--- config.mk ---
export PLATFORM = sky130hd
export DESIGN_NAME = seq_detect_param
export DESIGN_NICKNAME = d
export VERILOG_FILES = /design/src/rtl/seq_detect_param.sv
export SDC_FILE = /design/constraint.sdc
export NUM_CORES = 1
export LEC_CHECK = 0
export CORE_ASPECT_RATIO = 1.4
export CORE_UTILIZATION = 51
export DETAILED_ROUTE_END_ITERATION = 8
export GPL_TIMING_DRIVEN = 1
export PLACE_DENSITY = 0.79
export SKIP_LAST_GASP = 1
export SYNTH_ARGS = -nofsm -noshare
export SYNTH_HDL_FRONTEND = slang
export SYNTH_SLANG_ARGS = --single-unit
--- constraint.sdc ---
create_clock -name clk_i -period 3.2 [get_ports clk_i]
set_input_delay 0.96 -clock clk_i [delete_from_list [all_inputs] [get_ports clk_i]]
set_output_delay 0.96 -clock clk_i [all_outputs]
set_load 0.02 [all_outputs]
--- src/rtl/seq_detect_param.sv ---
// Serial pattern detector with a runtime-loadable pattern, length and overlap mode.
// Mealy match output, a registered copy of it, and a saturating match counter.
module seq_detect_param #(
    parameter int               PAT_W   = 4,
    parameter int               CNT_W   = 8,
    parameter logic [PAT_W-1:0] DEF_PAT = 'b101,
    parameter int               DEF_LEN = 3,
    localparam int              LEN_W   = $clog2(PAT_W + 1)
) (
    input  logic             clk_i,
    input  logic             rst_i,
    input  logic             en_i,
    input  logic             d_i,
    input  logic             load_i,
    input  logic [PAT_W-1:0] pattern_i,
    input  logic [LEN_W-1:0] len_i,
    input  logic             overlap_i,
    input  logic             clear_i,
    output logic             y_o,
    output logic             y_q_o,
    output logic [CNT_W-1:0] match_cnt_o
);

    logic [PAT_W-1:0] hist_q, hist_d;
    logic [LEN_W-1:0] fill_q, fill_d;
    logic [PAT_W-1:0] pat_q, pat_d;
    logic [LEN_W-1:0] len_q, len_d;
    logic             ovl_q, ovl_d;
    logic [CNT_W-1:0] cnt_q, cnt_d;
    logic             y_q_q;

    logic [PAT_W-1:0] cand;
    logic [PAT_W-1:0] mask;
    logic             enough_bits;
    logic             match;

    // Candidate is the newest len_q bits with d_i as the last one; the mask trims it to len_q.
    always_comb begin
        cand = {hist_q[PAT_W-2:0], d_i};
        mask = '0;
        for (int i = 0; i < PAT_W; i++) begin
            mask[i] = (LEN_W'(i) < len_q);
        end
        enough_bits = ((LEN_W+1)'(fill_q) + (LEN_W+1)'(1)) >= (LEN_W+1)'(len_q);
        match = en_i && !load_i && !rst_i && enough_bits && ((cand & mask) == (pat_q & mask));
    end

    assign y_o = match;

    always_comb begin
        hist_d = hist_q;
        fill_d = fill_q;
        pat_d  = pat_q;
        len_d  = len_q;
        ovl_d  = ovl_q;
        cnt_d  = cnt_q;
        if (load_i) begin
            pat_d  = pattern_i;
            ovl_d  = overlap_i;
            hist_d = '0;
            fill_d = '0;
            if (len_i == '0) begin
                len_d = LEN_W'(1);
            end else if (len_i > LEN_W'(PAT_W)) begin
                len_d = LEN_W'(PAT_W);
            end else begin
                len_d = len_i;
            end
        end else if (en_i) begin
            hist_d = {hist_q[PAT_W-2:0], d_i};
            if (match && !ovl_q) begin
                fill_d = '0;
            end else if (fill_q != LEN_W'(PAT_W)) begin
                fill_d = fill_q + LEN_W'(1);
            end
        end
        if (clear_i) begin
            cnt_d = '0;
        end else if (match && (cnt_q != {CNT_W{1'b1}})) begin
            cnt_d = cnt_q + CNT_W'(1);
        end
    end

    always_ff @(posedge clk_i or posedge rst_i) begin
        if (rst_i) begin
            hist_q <= '0;
            fill_q <= '0;
            pat_q  <= DEF_PAT;
            len_q  <= LEN_W'(DEF_LEN);
            ovl_q  <= 1'b1;
            cnt_q  <= '0;
            y_q_q  <= 1'b0;
        end else begin
            hist_q <= hist_d;
            fill_q <= fill_d;
            pat_q  <= pat_d;
            len_q  <= len_d;
            ovl_q  <= ovl_d;
            cnt_q  <= cnt_d;
            y_q_q  <= match;
        end
    end

    assign y_q_o       = y_q_q;
    assign match_cnt_o = cnt_q;

endmodule

Yosys cells after proc, flatten, opt, wreduce, memory -nomap -nowiden. Index checks and enable logic that the tools add are counted.

Input bits: 14. Register bits after elaboration: 23. Output and inout bits: 10. Logic and storage cells: 45.

Equal/unequal tests: 3. Multiplexer cells: 10. $lt $le $gt $ge: 6. Reduce and logical (&&, ||, !) cells: 14. Bitwise logic cells: 2. Add/sub/neg operators: 3.

Operator list (count): two-way mux 3 bit (8); two-way mux 8 bit (2); adder 8 x 1 -> 8 bit (second input constant) (1); AND 4 bit (2); != test 8 bit (second input constant) (1); logical AND 1 bit (6); < comparator 1 x 3 -> 1 bit (first input constant) (2); < comparator 2 x 3 -> 1 bit (first input constant) (2); adder 3 x 1 -> 4 bit (second input constant) (1); equality test 4 bit (1); >= comparator 4 x 3 -> 1 bit (1); nonzero test 2 bit (2); adder 3 x 1 -> 3 bit (second input constant) (1); > comparator 3 bit (second input constant) (1); logical NOT 1 bit (3); logical NOT 3 bit (1); != test 3 bit (second input constant) (1); nonzero test 3 bit (1); AND reduction 2 bit (1).

Depth between registers and ports, before layout.
Depth after elaboration: 9. Gate-level depth with buffers: 10. Gate-level depth less buffers: 9.

Worst setup path after synthesis. OpenSTA, ideal clock, no wires.

Path type: input port to output port. Start: input port load_i. End: output port y_o. Setup slack: 0.153 ns. Path buffers: 2. Required time: 2.240 ns. Data arrival time: 2.087 ns. Cell stages on the path: 6. Cells stage by stage: buf_6 > or3b_1 > a221oi_2 > nand4_1 > buf_2 > inv_1.

Cells in the longest elaborated chain, start to end: 5.

RTL lines: start, declared (line 14) `input logic load_i,`; logical NOT 1 bit (line 45) `match = en_i && !load_i && !rst_i && enough_bits && ((cand & mask) == (pat_q & mask));`; logical AND 1 bit (4 in series) (line 45); end, declared (line 19) `output logic y_o,`.

No other way between the ends.

Final worst setup path.
Start: input port d_i. End: output port y_o.

Cells in the longest elaborated chain, start to end: 3.

RTL lines: start, declared (line 13) `input logic d_i,`; AND 4 bit (line 45); equality test 4 bit (line 45); logical AND 1 bit (line 45).

No other way between the ends.

==> results.cfg <==
[run_status]
status = finished, final reports clean

[die]
die_w_um = 44.2
rows = 21
coreArea_um2 = 2360
die_area_um2 = 2690
start_util_pct = 53.7
io_pins = 24
die_y_um = 61.0

[timing]
slew_headroom_pct = 43.0
setup_ws_ns = 0.0552
skew_ns = 0.00674
fin_crit_ns = 3.14
hold_violations = 0
tightest_slew_ns = 0.853
rsz0062_at_grt = false
fmax_ghz = 0.318
setup_viol_count_final = 0
finalSetupTns_ns = 0
drv_slew = 0
finalCritPeriodShare_pct = 98.3

[clock_tree]
cts_buffer_depth = 2
cts_tree = built
clock_insertion_delay_worst_skew_ns = 0.32
clk_pin_slew_ns = 0.13
clkSinkCount = 23
cts_root_buf = clkbuf_4
numCtsBuffers = 3
htreeDepth = 1

[drt]
drtPass1Iterations = 6
drt-initial-drc-count = 32
drc = 0
viasPerCell = 5.73
routed_wl_mm = 2.46
wire_per_inst_um = 14.2
ant_nets = 0
vias = 991

[logic_synthesis]
syn_inst = 123
synth_ff_type = dfrtp_1
synth_area_per_cell_um2 = 10.3
yosysSeqAreaShare_pct = 45.9
syn_area_um2 = 1270
synth_seq_cells = 23
yosys-top-cells-area = dfrtp_1, dfstp_2, mux2_2, ha_1, mux2i_1
synth_nets = 143
synth_area_leader_cell = dfrtp_1
ys_types = 34
yosys.area.top_type_share_pct = 35.5
synth-edff-count = 0
yosysWarnings = 0
async_reset_ff_share_pct = 100
synth_most_common_cell = dfrtp_1
synth_common_cells = dfrtp_1, nor2_1, mux2_2, nand2_1, inv_1

[run]
maxCapViolations = 0

[worst_hold_path]
holdPathStages = 2
hp-class = reg -> reg

[final_layout]
finalNetCount = 171
finalNonFillerCells = 173
diodes = 0
synthToLayoutAreaGrowth_pct = 22.8
drive_above_1_share_pct = 18.0

[global_route]
grt_max_degree = 24
overflow = 0
first_global_vias = 1019
gr-usage-all-layers_pct = 21.1
grt_pass1_wl_mm = 4.22
antenna_found_initial = 0

[critical_path]
critPathMaxFanout = 2
end_kind = primary output
crit_required_ns = 2.24
r2r.worst_path.cells = 9
arrival_ns = 2.18
start_kind = primary input
path_class = in -> out

[place]
dp_hpwl_mm = 1.90
pre_cts_slack_ns = -0.614
dpl.cell_count = 169
gp_congestion = 0.802
io_buffers = 23

[power_and_ir_drop]
power_leakage_nw = 0.690
p_per_area_nw_per_um2 = 352
irDropWorstVdd_uv = 282
==> path summary, 6_finish.rpt <==
check | to | from | slack, ns
worst max-delay path | y_o | d_i | 0.06
worst min-delay path | len_q[1] | len_q[1] | 0.55
worst max register to register | match_cnt_o[4] | fill_q[0] | 0.72
worst min register to register | len_q[1] | len_q[1] | 0.55
max in group asynchronous | match_cnt_o[2] | rst_i | 1.72
min in group asynchronous | len_q[2] | rst_i | 0.96
==> critical path: stages <==
cell and delay [ns]:
clkdlybuf4s50_1 0.44, xor2_1 0.19, a221oi_2 0.22, nand4_1 0.17
inv_2 0.10, buf_6 0.11
==> state kept, by name, indices dropped and copies added, names as in the netlist <==
| register | cells |
|---|---|
| pat_q | 4 |
| y_q_o | 1 |
| ovl_q | 1 |
| len_q | 3 |
| fill_q | 3 |
| match_cnt_o | 8 |
| hist_q | 3 |
==> where the power goes <==
part,internal (mW),switching (mW),total (mW)
Clock,0.0477,0.0891,0.137
Combinational,0.0457,0.0437,0.0894
Sequential,0.310,0.0128,0.323
Total,0.403,0.146,0.549
==> final cells by class <==
class / instances / area [µm²]
inverter: 7 / 26.3
clock buffer: 3 / 22.5
fill: 192 / 807
sequential: 23 / 582
clock inverter: 1 / 7.51
tap: 23 / 28.8
timing repair buffer: 28 / 265
multi-input combinational: 88 / 626
==> cell families (layout without fill, tap and decap cells) <==
family,Yosys count,after routing,share of synthesized area (%)
simple gates,43,43,17.7
flops,23,23,45.9
compound gates,20,20,10.4
mux,14,14,11.9
buf+inv,12,39,4.83
fa+ha+maj,6,6,5.92
xor+xnor,5,5,3.45
==> layer usage <==
layer,share of wire [%],up-vias,routed length [µm],global-route usage [%]
li1,-,495,-,-
met5,0,-,0,0
met1,42,472,1040,25.9
met3,3.1,7,75,3.81
met4,1.9,0,46,9.96
met2,53,17,1290,35.9
==> per-stage QoR <==
| stage | power, mW | hold WS [ns] | utilization, % | instance area [µm²] |
|---|---|---|---|---|
| 5_1_grt | 0.579 | 0.573 | 65.9 | 1560 |
| 6_report | 0.549 | 0.554 | 65.9 | 1560 |
| 3_3_place_gp | 0.413 | 0.523 | 64.7 | 1530 |
| 4_1_cts | 0.554 | 0.558 | 65.9 | 1560 |
| 3_5_place_dp | 0.420 | 0.533 | 64.7 | 1530 |
| 2_1_floorplan | 0.382 | 0.500 | - | 1270 |
==> repair_timing <==
item                                    in CTS  in global routing
pin swaps                                    2                  2
endpoints found under the setup margin       1                  1
hold buffers                                 0                  0
endpoints found under the hold margin        0                  0
cloned                                       0                  0
setup buffers                                0                  0
resized for setup                           10                  0
==> cell usage in the layout, fill, tap and decap left out, drive strengths merged, types with 2 or more instances in the layout <==
| cell type | n |
|---|---|
| nand3 | 4 |
| buf | 6 |
| dlygate4sd2 | 3 |
| nand2b | 2 |
| clkbuf | 3 |
| nor2b | 4 |
| a21oi | 6 |
| dfrtp | 18 |
| dfstp | 5 |
| clkdlybuf4s50 | 19 |
| nor3b | 2 |
| o21ai | 5 |
| mux2i | 5 |
| or4 | 3 |
| inv | 7 |
| xor2 | 5 |
| nand4 | 2 |
| nand2 | 8 |
| nor2 | 12 |
| o31ai | 2 |
| mux2 | 9 |
| ha | 6 |
(Power assumes the default switching activity.)
